## config.mk

```make
export PLATFORM = sky130hd
export DESIGN_NAME = fp_wb_commit
export DESIGN_NICKNAME = d
export VERILOG_FILES = /design/src/rtl/fpu_types.sv /design/src/rtl/fp_wb_rr_arbiter.sv /design/src/rtl/fp_wb_commit.sv
export SDC_FILE = /design/constraint.sdc
export NUM_CORES = 1
export LEC_CHECK = 0
export CAP_MARGIN = 20
export CORE_AREA = 5 5 102 104
export CTS_BUF_LIST = sky130_fd_sc_hd__clkbuf_16
export CTS_CLUSTER_DIAMETER = 50
export DETAILED_ROUTE_END_ITERATION = 12
export DIE_AREA = 0 0 107 109
export MAX_ROUTING_LAYER = met4
export PLACE_DENSITY = 0.83
export REMOVE_ABC_BUFFERS = 1
export SLEW_MARGIN = 0
export SYNTH_ARGS = -nofsm -noshare
export SYNTH_HDL_FRONTEND = slang
export SYNTH_HIERARCHICAL = 1
export SYNTH_SLANG_ARGS = --single-unit
```

## constraint.sdc

```tcl
create_clock -name clk -period 2.9 [get_ports clk]
set_clock_uncertainty 0.15 [all_clocks]
set_input_delay 0.435 -clock clk [delete_from_list [all_inputs] [get_ports clk]]
set_output_delay 0.435 -clock clk [all_outputs]
set_load 0.02 [all_outputs]
```

## src/rtl/fpu_types.sv

```systemverilog
// Shared FPU writeback types: fflags layout and the producer result record.
package fpu_types;
  localparam int FFLAGS_W = 5;
  localparam int FP_ID_W  = 3;
  localparam int FP_FLEN  = 64;

  typedef struct packed {
    logic nv;
    logic dz;
    logic of;
    logic uf;
    logic nx;
  } fflags_t;

  typedef struct packed {
    logic [FP_ID_W-1:0] id;
    logic [FP_FLEN-1:0] data;
    fflags_t            fflags;
  } fp_wb_src_t;
endpackage

```

## src/rtl/fp_wb_rr_arbiter.sv

```systemverilog
// One-hot grant arbiter for FP writeback producers.
// FP_WB_COMMIT_RR_EN selects round-robin; otherwise lowest index wins.
module fp_wb_rr_arbiter #(
  parameter int NUM_SRC = 2
) (
  input  logic               clk,
  input  logic               rst,
  input  logic [NUM_SRC-1:0] i_req,
  input  logic               i_advance,
  output logic [NUM_SRC-1:0] o_gnt
);
`ifdef FP_WB_COMMIT_RR_EN
  localparam int IDX_W = (NUM_SRC > 1) ? $clog2(NUM_SRC) : 1;

  logic [IDX_W-1:0] r_last;
  logic [IDX_W-1:0] w_win;
  int               w_best;
  int               w_dist;

  // Distance from last_grant+1 (mod NUM_SRC); smallest requesting distance wins.
  always_comb begin
    o_gnt  = '0;
    w_win  = r_last;
    w_best = NUM_SRC;
    w_dist = 0;
    for (int i = 0; i < NUM_SRC; i++) begin
      w_dist = (i + NUM_SRC - 1 - int'(r_last)) % NUM_SRC;
      if (i_req[i] && (w_dist < w_best)) begin
        w_best   = w_dist;
        o_gnt    = '0;
        o_gnt[i] = 1'b1;
        w_win    = IDX_W'(i);
      end
    end
  end

  always_ff @(posedge clk) begin
    if (!rst)           r_last <= IDX_W'(NUM_SRC - 1);
    else if (i_advance) r_last <= w_win;
  end
`else
  logic w_unused;
  assign w_unused = ^{clk, rst, i_advance};

  always_comb begin
    o_gnt = '0;
    for (int i = NUM_SRC - 1; i >= 0; i--) begin
      if (i_req[i]) begin
        o_gnt    = '0;
        o_gnt[i] = 1'b1;
      end
    end
  end
`endif
endmodule

```

## src/rtl/fp_wb_commit.sv

```systemverilog
// FP writeback commit: arbitrates producers into a one-entry output stage and
// accumulates sticky fflags. FP_WB_COMMIT_RR_EN enables round-robin arbitration.
module fp_wb_commit
  import fpu_types::*;
#(
  parameter int NUM_SRC = 2,
  parameter int ID_W    = 3,
  parameter int FLEN    = 64
) (
  input  logic                              clk,
  input  logic                              rst,
  input  logic [NUM_SRC-1:0]                src_done,
  output logic [NUM_SRC-1:0]                src_ack,
  input  logic [NUM_SRC-1:0][ID_W-1:0]      src_id,
  input  logic [NUM_SRC-1:0][FLEN-1:0]      src_data,
  input  logic [NUM_SRC-1:0][FFLAGS_W-1:0]  src_fflags,
  output logic                              wb_valid,
  input  logic                              wb_ready,
  output logic [ID_W-1:0]                   wb_id,
  output logic [FLEN-1:0]                   wb_data,
  input  logic                              csr_we,
  input  logic [FFLAGS_W-1:0]               csr_wdata,
  output logic [FFLAGS_W-1:0]               fflags
);
  logic               r_valid;
  logic [ID_W-1:0]    r_id;
  logic [FLEN-1:0]    r_data;
  fflags_t            r_fflags;

  logic               w_can_accept;
  logic [NUM_SRC-1:0] w_req;
  logic [NUM_SRC-1:0] w_gnt;
  logic               w_accept;
  logic [ID_W-1:0]    w_win_id;
  logic [FLEN-1:0]    w_win_data;
  fflags_t            w_acc;

  // Gating requests with rst keeps acks low during reset without touching the arbiter.
  assign w_can_accept = ~r_valid | wb_ready;
  assign w_req        = src_done & {NUM_SRC{w_can_accept & rst}};
  assign w_accept     = |w_gnt;
  assign src_ack      = w_gnt;

  fp_wb_rr_arbiter #(.NUM_SRC(NUM_SRC)) u_arb (
    .clk       (clk),
    .rst       (rst),
    .i_req     (w_req),
    .i_advance (w_accept),
    .o_gnt     (w_gnt)
  );

  always_comb begin
    w_win_id   = '0;
    w_win_data = '0;
    w_acc      = '0;
    for (int i = 0; i < NUM_SRC; i++) begin
      if (w_gnt[i]) begin
        w_win_id   = src_id[i];
        w_win_data = src_data[i];
        w_acc      = src_fflags[i];
      end
    end
  end

  always_ff @(posedge clk) begin
    if (!rst) begin
      r_valid  <= 1'b0;
      r_id     <= '0;
      r_data   <= '0;
      r_fflags <= '0;
    end else begin
      if (w_accept) begin
        r_valid <= 1'b1;
        r_id    <= w_win_id;
        r_data  <= w_win_data;
      end else if (wb_ready) begin
        r_valid <= 1'b0;
      end
      r_fflags <= (csr_we ? fflags_t'(csr_wdata) : r_fflags) | w_acc;
    end
  end

  assign wb_valid = r_valid;
  assign wb_id    = r_id;
  assign wb_data  = r_data;
  assign fflags   = r_fflags;
endmodule
```

* Word-level counts from Yosys, hierarchy flattened
Index checks and enable logic that the tools add are counted.
** Word-level totals
- Register bits :: 73
- Bits in latches :: 0
- RAM bits :: 0
- ROM bits :: 0
- Input port bits :: 155
- Output and inout port bits :: 75
- Word-level logic and storage cells :: 26
- Memories kept :: 0
** Operators by class
- $add $sub $neg :: 0
- Multiply operators :: 0
- Divide/modulo/power cells :: 0
- Order comparisons :: 0
- Eq/ne operators :: 0
- Shift operators :: 0
- Mux-type cells :: 11
- Bitwise logic cells :: 5
- Reductions and logical operators :: 2
** Operators with widths (number)
- $mux W64 :: 2
- $mux W5 :: 3
- $mux W3 :: 2
- $or A5 B5 Y5 :: 1
- $mux W2 :: 2
- $and A2 B2 Y2 :: 1
- $mux W1 :: 2
- $reduce_bool A2 Y1 :: 1
- $reduce_or A2 Y1 :: 1
- $and A1 B1 Y1 :: 1
- $not A1 Y1 :: 1
- $or A1 B1 Y1 :: 1

* Logic depth before layout (Yosys ltp)
Gate-level depths: netlist of run 1.
- Word-level depth :: 9
- Depth in mapped cells :: 7
- Mapped depth without buffers :: 5

* Modules after synthesis
Netlist of run 1, hierarchy kept.
** Modules (own cells, without submodules)
- fp_wb_commit :: instances 1, cells each 333, area an instance 3601.0 um2, seq. area each 1461.4 um2
- fp_wb_rr_arbiter :: instances 1, cells each 2, area an instance 21.3 um2, seq. area each 0.0 um2

* Worst setup path before layout of run 1
OpenSTA, ideal clock, no wires.
- Path type :: input-to-reg
- Start :: input wb_ready
- End :: register r_data[42], in the netlist wb_data[42]
- Library setup time :: 146 ps
- Data arrival time :: 1574 ps
- Required time :: 2604 ps
- Slack :: 1030 ps
- Cell stages on the path :: 7
- Path buffers :: 2
- Path through :: nand2b_1 > and3_1 > nor2b_4 > buf_4 > buf_2 > nor2b_1 > a211oi_2
** Between the ends
- Elaborated cells on any way between the ends :: 8
- Those cells by class :: mux (4); bitwise (3); reduce/logical (1)
** RTL lines
- from (decl) :: RTL line fp_wb_commit.sv:18 : input logic wb_ready,
- $or A1 B1 Y1 (*) :: RTL line fp_wb_commit.sv:39 : assign w_can_accept = ~r_valid | wb_ready;
- $and A1 B1 Y1 (*) :: RTL line fp_wb_commit.sv:40 : assign w_req = src_done & {NUM_SRC{w_can_accept & rst}};
- $and A2 B2 Y2 (*) :: RTL line fp_wb_commit.sv:40
- via w_req[0] :: RTL line fp_wb_commit.sv:31 : logic [NUM_SRC-1:0] w_req;
- $mux W2 (*) :: RTL line fp_wb_rr_arbiter.sv:48 : if (i_req[i]) begin
- via src_ack[1] :: RTL line fp_wb_commit.sv:13 : output logic [NUM_SRC-1:0] src_ack,
- $mux W64 or $reduce_or A2 Y1 (tied branches) :: RTL line fp_wb_commit.sv:57, fp_wb_commit.sv:41
- to (signal assigned) :: RTL line fp_wb_commit.sv:75 : r_data <= w_win_data;
- to (decl) :: RTL line fp_wb_commit.sv:27 : logic [FLEN-1:0] r_data;
Mark *: on every way through the listed nets, which the timed path passes. The rest lies on a longest branch.
A chain may end at the register's enable or synchronous reset.

* Worst setup path in the final report of run 1
- Start :: input wb_ready
- End :: output src_ack[1]
** Between the ends
- Cells in the longest elaborated chain, start to end :: 5
** Ends and longest elaborated chain (RTL line)
- $or A1 B1 Y1 :: fp_wb_commit.sv:39
- $and A1 B1 Y1 :: fp_wb_commit.sv:40
- $and A2 B2 Y2 :: fp_wb_commit.sv:40
- via w_req[1] :: fp_wb_commit.sv:31
- $mux W2 (2 in a row) :: fp_wb_rr_arbiter.sv:48
- to (decl) :: fp_wb_commit.sv:13
The timed path passes the listed nets, and every way through them passes these cells.

==> flow_metrics.py, run 1 <==
metrics = {
    "sta": {
        "hold_slack_ps": 395,
        "slew_headroom_pct": 54.4,
        "timing_worst_slew_pin_value_ps": 683,
        "period_needed_ps": 2660,
        "fmax_mhz": 376,
        "drv_slew": 0,
        "rsz0062_at_grt": "false",
        "fin_crit_sh_pct": 91.8,
        "setup_violations": 0,
        "hold_violations": 0,
    },
    "route": {
        "topRoutingLayerUsed": "met4",
        "wl_per_cell_microns": 17.4,
        "drt-total-wl_mm": 11.6,
        "vias": 3323,
        "drtIter0Drc": 85,
        "drtPass1Iterations": 4,
        "route.detailed.drc": 0,
        "viasPerCell": 4.97,
        "wl_met2_mm": 5.80,
        "wl_met3_microns": 721,
        "ant_nets": 0,
        "wl_met1_mm": 4.78,
    },
    "pwr": {
        "seq_power_share_pct": 36.8,
        "power.density_nw_per_um2": 497,
        "p_int_mw": 2.31,
        "clkPwrFrac_pct": 36.8,
        "sw_frac_of_total_pct": 25.5,
        "irDropWorstVdd_mv": 0.293,
        "p_sw_uw": 789,
        "p_leak_nw": 2.22,
        "p_comb_share_pct": 26.3,
    },
    "worst_setup_path": {
        "cp_common_cell": "clkdlybuf4s50_1",
        "critPathMaxStageDelay_ps": 640,
        "critPathKind": "primary input to output port",
        "worstPathMaxFanout": 3,
        "r2r_slack_ps": 730,
        "rr_endpoint": "wb_data[51]",
        "crit_path_end_kind": "output port",
        "cp_slowest_cell": "clkdlybuf4s50_1",
        "ff2ff_path_depth": 7,
        "critPathLaunchType": "primary input",
        "worstPathRequired_ps": 2320,
        "crit_chain": "clkdlybuf4s50_1 -> nand2b_1 -> and3_1 -> nor2b_4 -> clkdlybuf4s50_1",
        "cp_top_family": "buffers and inverters",
        "cp.arrival_ps": 2080,
        "crit_buf_inv": 2,
        "worstReg2RegStart": "wb_valid",
    },
    "placed_design": {
        "dp.final_hpwl_mm": 8.88,
        "gp_routability_congestion": 0.774,
        "io_buffers": 229,
    },
    "logic_synthesis": {
        "syn-cell-area_sq_um": 3620,
        "ys_warn_count": 6,
        "syn_area_per_cell_sq_um": 10.8,
        "syn_inst": 334,
    },
    "floorplanning": {
        "rows": 36,
        "core-area_sq_um": 9460,
        "ioPinCount": 230,
        "start_util_pct": 38.3,
        "die-area_sq_um": 11700,
        "die_w_microns": 107,
        "fp.dieH_microns": 109,
    },
    "clock_tree": {
        "postCtsHoldBufs": 0,
        "cts_num_sinks": 73,
        "cts_max_level": 3,
        "cts_root_buf": "clkbuf_16",
        "clkTransAtPathRegs_ps": 60,
        "post-cts-setup-buffers": 0,
        "cts_made_buffers": 9,
        "clk_path_buf_depth": 2,
        "tritoncts": "built",
        "clock_latency_ps": 320,
        "ctsResizeCount": 0,
    },
    "grt": {
        "antenna_found_initial": 0,
        "grt_use_total_pct": 19.6,
        "grt_first_pass_wirelength_mm": 17.7,
        "gr-total-overflow": 0,
        "grt_pass1_vias": 3538,
        "grt_max_degree": 79,
    },
    "layout": {
        "multiInputGateArea_sq_um": 1930,
        "antenna-diode-count": 0,
        "syn_to_final_growth_pct": 72.4,
        "drive_above_1_share_pct": 10.1,
        "final_common_cell": "clkdlybuf4s50_1",
        "fin_util_pct": 65.9,
        "fill_cells": 781,
        "final_nets": 705,
        "seq_area_sq_um": 1460,
        "final_cell_mix": "clkdlybuf4s50_1, dfxtp_1, mux2i_1",
    },
    "worst_hold_path": {
        "hold_path_startpoint": "wb_valid",
        "min_path_type": "flip-flop to flip-flop",
        "min_path_cells": 2,
        "min_to": "wb_valid",
    },
    "job": {
        "maxCapViolCount": 0,
    },
    "run_status": {
        "status": "finished, final reports clean",
    },
}
[flip-flops by register name (all words and copies together) (netlist names)]
name / flops
fflags: 5
wb_id: 3
wb_data: 64
wb_valid: 1
[worst max path at each step]
stage                     startpoint     endpoint  cells after the start
after floorplan             wb_ready   wb_data[0]                      5
after global placement      wb_ready  wb_data[15]                      8
after detailed placement    wb_ready  wb_data[55]                      8
after CTS                   wb_ready   src_ack[1]                      5
after global routing        wb_ready   src_ack[1]                      5
final                       wb_ready   src_ack[1]                      5
[cell type report]
class	count	share of cell area (%)
Clock buffer	9	3.61
Clock inverter	6	1.34
Inverter	2	0.120
Multi-Input combinational cell	227	30.9
Sequential cell	73	23.4
Tap cell	114	2.29
Timing Repair Buffer	237	38.3
[tightest hold or removal path, stage by stage, from the launching register on]
cell	delay (ps)
dfxtp_1	320
nand2b_1	100
a21oi_1	80
[power groups by stage]
stage / combinational (mW) / sequential [mW] / clock [mW]
6_report: 0.815 / 1.14 / 1.14
5_1_grt: 0.864 / 1.15 / 1.23
4_1_cts: 0.824 / 1.14 / 1.18
3_5_place_dp: 0.822 / 1.16 / 0
3_3_place_gp: 0.809 / 1.16 / 0
2_1_floorplan: 0.263 / 1.27 / 0
[per-stage QoR]
| step | setup WS [ps] | area [sq um] | setup TNS (ps) | power [mW] | instances |
|---|---|---|---|---|---|
| floorplan | -2470 | 3390 | -178130 | 1.53 | 302 |
| global placement | 212 | 5930 | 0 | 1.97 | 653 |
| detailed placement | 154 | 5930 | 0 | 1.98 | 653 |
| CTS | 212 | 6240 | 0 | 3.14 | 668 |
| global route | 169 | 6240 | 0 | 3.24 | 668 |
| finish | 238 | 6240 | 0 | 3.10 | 668 |
[metal layers]
| layer | track usage, % | vias up |
|---|---|---|
| li1 | - | 1639 |
| met1 | 22.7 | 1524 |
| met2 | 33.6 | 142 |
| met3 | 3.97 | 18 |
| met4 | 7.76 | 0 |
| met5 | - | - |
Power figures use the tool's default switching activity.
==> run 2: changes to the inputs <==
--- a/config.mk
+++ b/config.mk
@@ -5,17 +5,15 @@
 export SDC_FILE = /design/constraint.sdc
 export NUM_CORES = 1
 export LEC_CHECK = 0
-export CAP_MARGIN = 20
-export CORE_AREA = 5 5 102 104
+export CORE_AREA = 5 5 96 98
 export CTS_BUF_LIST = sky130_fd_sc_hd__clkbuf_16
 export CTS_CLUSTER_DIAMETER = 50
 export DETAILED_ROUTE_END_ITERATION = 12
-export DIE_AREA = 0 0 107 109
+export DIE_AREA = 0 0 101 103
 export MAX_ROUTING_LAYER = met4
 export PLACE_DENSITY = 0.83
 export REMOVE_ABC_BUFFERS = 1
 export SLEW_MARGIN = 0
 export SYNTH_ARGS = -nofsm -noshare
 export SYNTH_HDL_FRONTEND = slang
-export SYNTH_HIERARCHICAL = 1
 export SYNTH_SLANG_ARGS = --single-unit
==> flow_metrics.py, run 2 <==
metrics = {
    "sta": {
        "timing_worst_slew_pin_value_ps": 730,
        "slew_headroom_pct": 51.3,
        "rsz0062_at_grt": "false",
        "fmax_mhz": 395,
        "hold_violations": 0,
        "period_needed_ps": 2530,
        "hold_slack_ps": 308,
        "drv_slew": 0,
        "fin_crit_sh_pct": 87.3,
        "setup_violations": 0,
    },
    "worst_setup_path": {
        "cp_common_cell": "clkdlybuf4s50_1",
        "crit_chain": "clkdlybuf4s50_1 -> nand2b_1 -> and3_1 -> clkdlybuf4s50_1",
        "cp_slowest_cell": "clkdlybuf4s50_1",
        "critPathMaxStageDelay_ps": 600,
        "worstPathMaxFanout": 5,
        "crit_buf_inv": 2,
        "worstPathRequired_ps": 2320,
        "crit_path_end_kind": "output port",
        "cp.arrival_ps": 1950,
        "critPathLaunchType": "primary input",
        "cp_top_family": "buffers and inverters",
        "critPathKind": "primary input to output port",
    },
    "logic_synthesis": {
        "syn-cell-area_sq_um": 2890,
        "synth-seq-cells": 73,
        "ys_warn_count": 0,
        "netlist.area_leader.share_pct": 50.5,
        "synth_edf_count": 0,
        "yosysSeqAreaShare_pct": 50.5,
        "synth.distinct_cells": 17,
        "syn_inst": 267,
        "async_flop_share_pct": 0,
        "synth.most_common_cell": "dfxtp_1",
        "ys.flop_type": "dfxtp_1",
        "syn_area_per_cell_sq_um": 10.8,
        "synth_common_cells": "dfxtp_1, a22oi_1, o2bb2ai_1, buf_2, clkbuf_1",
        "synth_largest_area_cell": "dfxtp_1",
        "synth_area_leaders": "dfxtp_1, o2bb2ai_1, a22oi_1",
    },
    "layout": {
        "syn_to_final_growth_pct": 93.0,
        "antenna-diode-count": 0,
        "largest_reg_flops": 64,
        "final_cells": 596,
        "final_common_cell": "clkdlybuf4s50_1",
        "drive_above_1_share_pct": 6.15,
        "final_cell_mix": "clkdlybuf4s50_1, dfxtp_1, a22oi_1",
        "fill_cells": 654,
        "fin_util_pct": 66.7,
        "final_nets": 638,
    },
    "placed_design": {
        "dpl.cell_count": 580,
        "dp.final_hpwl_mm": 7.95,
        "io_buffers": 229,
        "gp_routability_congestion": 0.791,
    },
    "pwr": {
        "p_comb_share_pct": 22.5,
        "clkPwrFrac_pct": 40.5,
        "sw_frac_of_total_pct": 23.9,
        "p_leak_nw": 1.99,
        "power.density_nw_per_um2": 543,
        "irDropWorstVdd_mv": 0.358,
        "p_int_mw": 2.31,
        "p_sw_uw": 724,
        "seq_power_share_pct": 37.0,
        "p_total_mw": 3.03,
    },
    "clock_tree": {
        "cts_max_level": 3,
        "postCtsHoldBufs": 0,
        "clock_latency_ps": 310,
        "cts_made_buffers": 9,
        "clk_path_buf_depth": 2,
        "ctsResizeCount": 0,
        "cts_num_sinks": 73,
        "tritoncts": "built",
        "clkTransAtPathRegs_ps": 50,
        "post-cts-setup-buffers": 0,
        "cts_root_buf": "clkbuf_16",
    },
    "route": {
        "route.detailed.drc": 0,
        "drtIter0Drc": 109,
        "vias": 3107,
        "ant_nets": 0,
        "drt-total-wl_mm": 10.5,
        "drtPass1Iterations": 4,
        "wl_per_cell_microns": 17.7,
        "viasPerCell": 5.21,
    },
    "grt": {
        "grt_use_total_pct": 19.4,
        "busiest_layer": "met2",
        "grt_first_pass_wirelength_mm": 15.5,
        "gr-usage-met2_pct": 33.9,
        "antenna_found_initial": 0,
        "gr-total-overflow": 0,
        "grt_max_degree": 73,
        "grt_pass1_vias": 3172,
        "met1_usage_pct": 21.6,
        "use_met3_pct": 4.53,
    },
    "job": {
        "maxCapViolCount": 0,
    },
    "floorplanning": {
        "start_util_pct": 34.5,
        "fp.dieH_microns": 103,
        "die-area_sq_um": 10400,
        "rows": 34,
        "core-area_sq_um": 8380,
        "ioPinCount": 230,
        "die_w_microns": 101,
    },
    "worst_hold_path": {
        "min_path_type": "flip-flop to flip-flop",
    },
    "run_status": {
        "status": "finished, final reports clean",
    },
}
run 2: cell families after synthesis:
group / after synthesis / synth area share (%)
compound gates: 146 / 40.5
flops: 73 / 50.5
buf+inv: 31 / 5.10
simple gates: 12 / 1.99
mux: 5 / 1.95
run 2: stage by stage:
step | instance area [sq um] | TNS (ps) | setup slack, ps
after detailed placement | 5250 | 0 | 369
after global routing | 5590 | 0 | 329
after floorplan | 2750 | -42570 | -1020
after global placement | 5250 | 0 | 396
after CTS | 5590 | 0 | 357
final | 5590 | 0 | 368
run 2: layer usage:
metal | share of wire, % | up-vias
met4 | 2.1 | 0
met1 | 39 | 1450
li1 | - | 1511
met3 | 6.8 | 17
met2 | 52 | 129
met5 | 0 | -
run 2: path summary, 6_finish.rpt:
check,startpoint,to,slack (ps),depth (start not counted)
worst min register to register,wb_id[2],wb_id[2],310,1
worst max-delay path,wb_ready,src_ack[0],370,4
worst max register to register,wb_valid,wb_data[13],1510,4
worst min-delay path,wb_id[2],wb_id[2],310,1
run 2: cell type report:
class	instances	area (sq um)	area share, %
tap	108	135	2.42
sequential	73	1460	26.2
multi-input combinational	163	1300	23.3
clock buffer	9	225	4.03
timing repair buffer	236	2350	42.1
clock inverter	7	110	1.97
run 2: power by group through the flow:
stage	Sequential [mW]	Combinational, mW	Clock, mW
floorplan	1.24	0.145	0
global placement	1.14	0.675	0
detailed placement	1.14	0.684	0
CTS	1.12	0.687	1.25
global route	1.13	0.721	1.31
finish	1.12	0.681	1.23
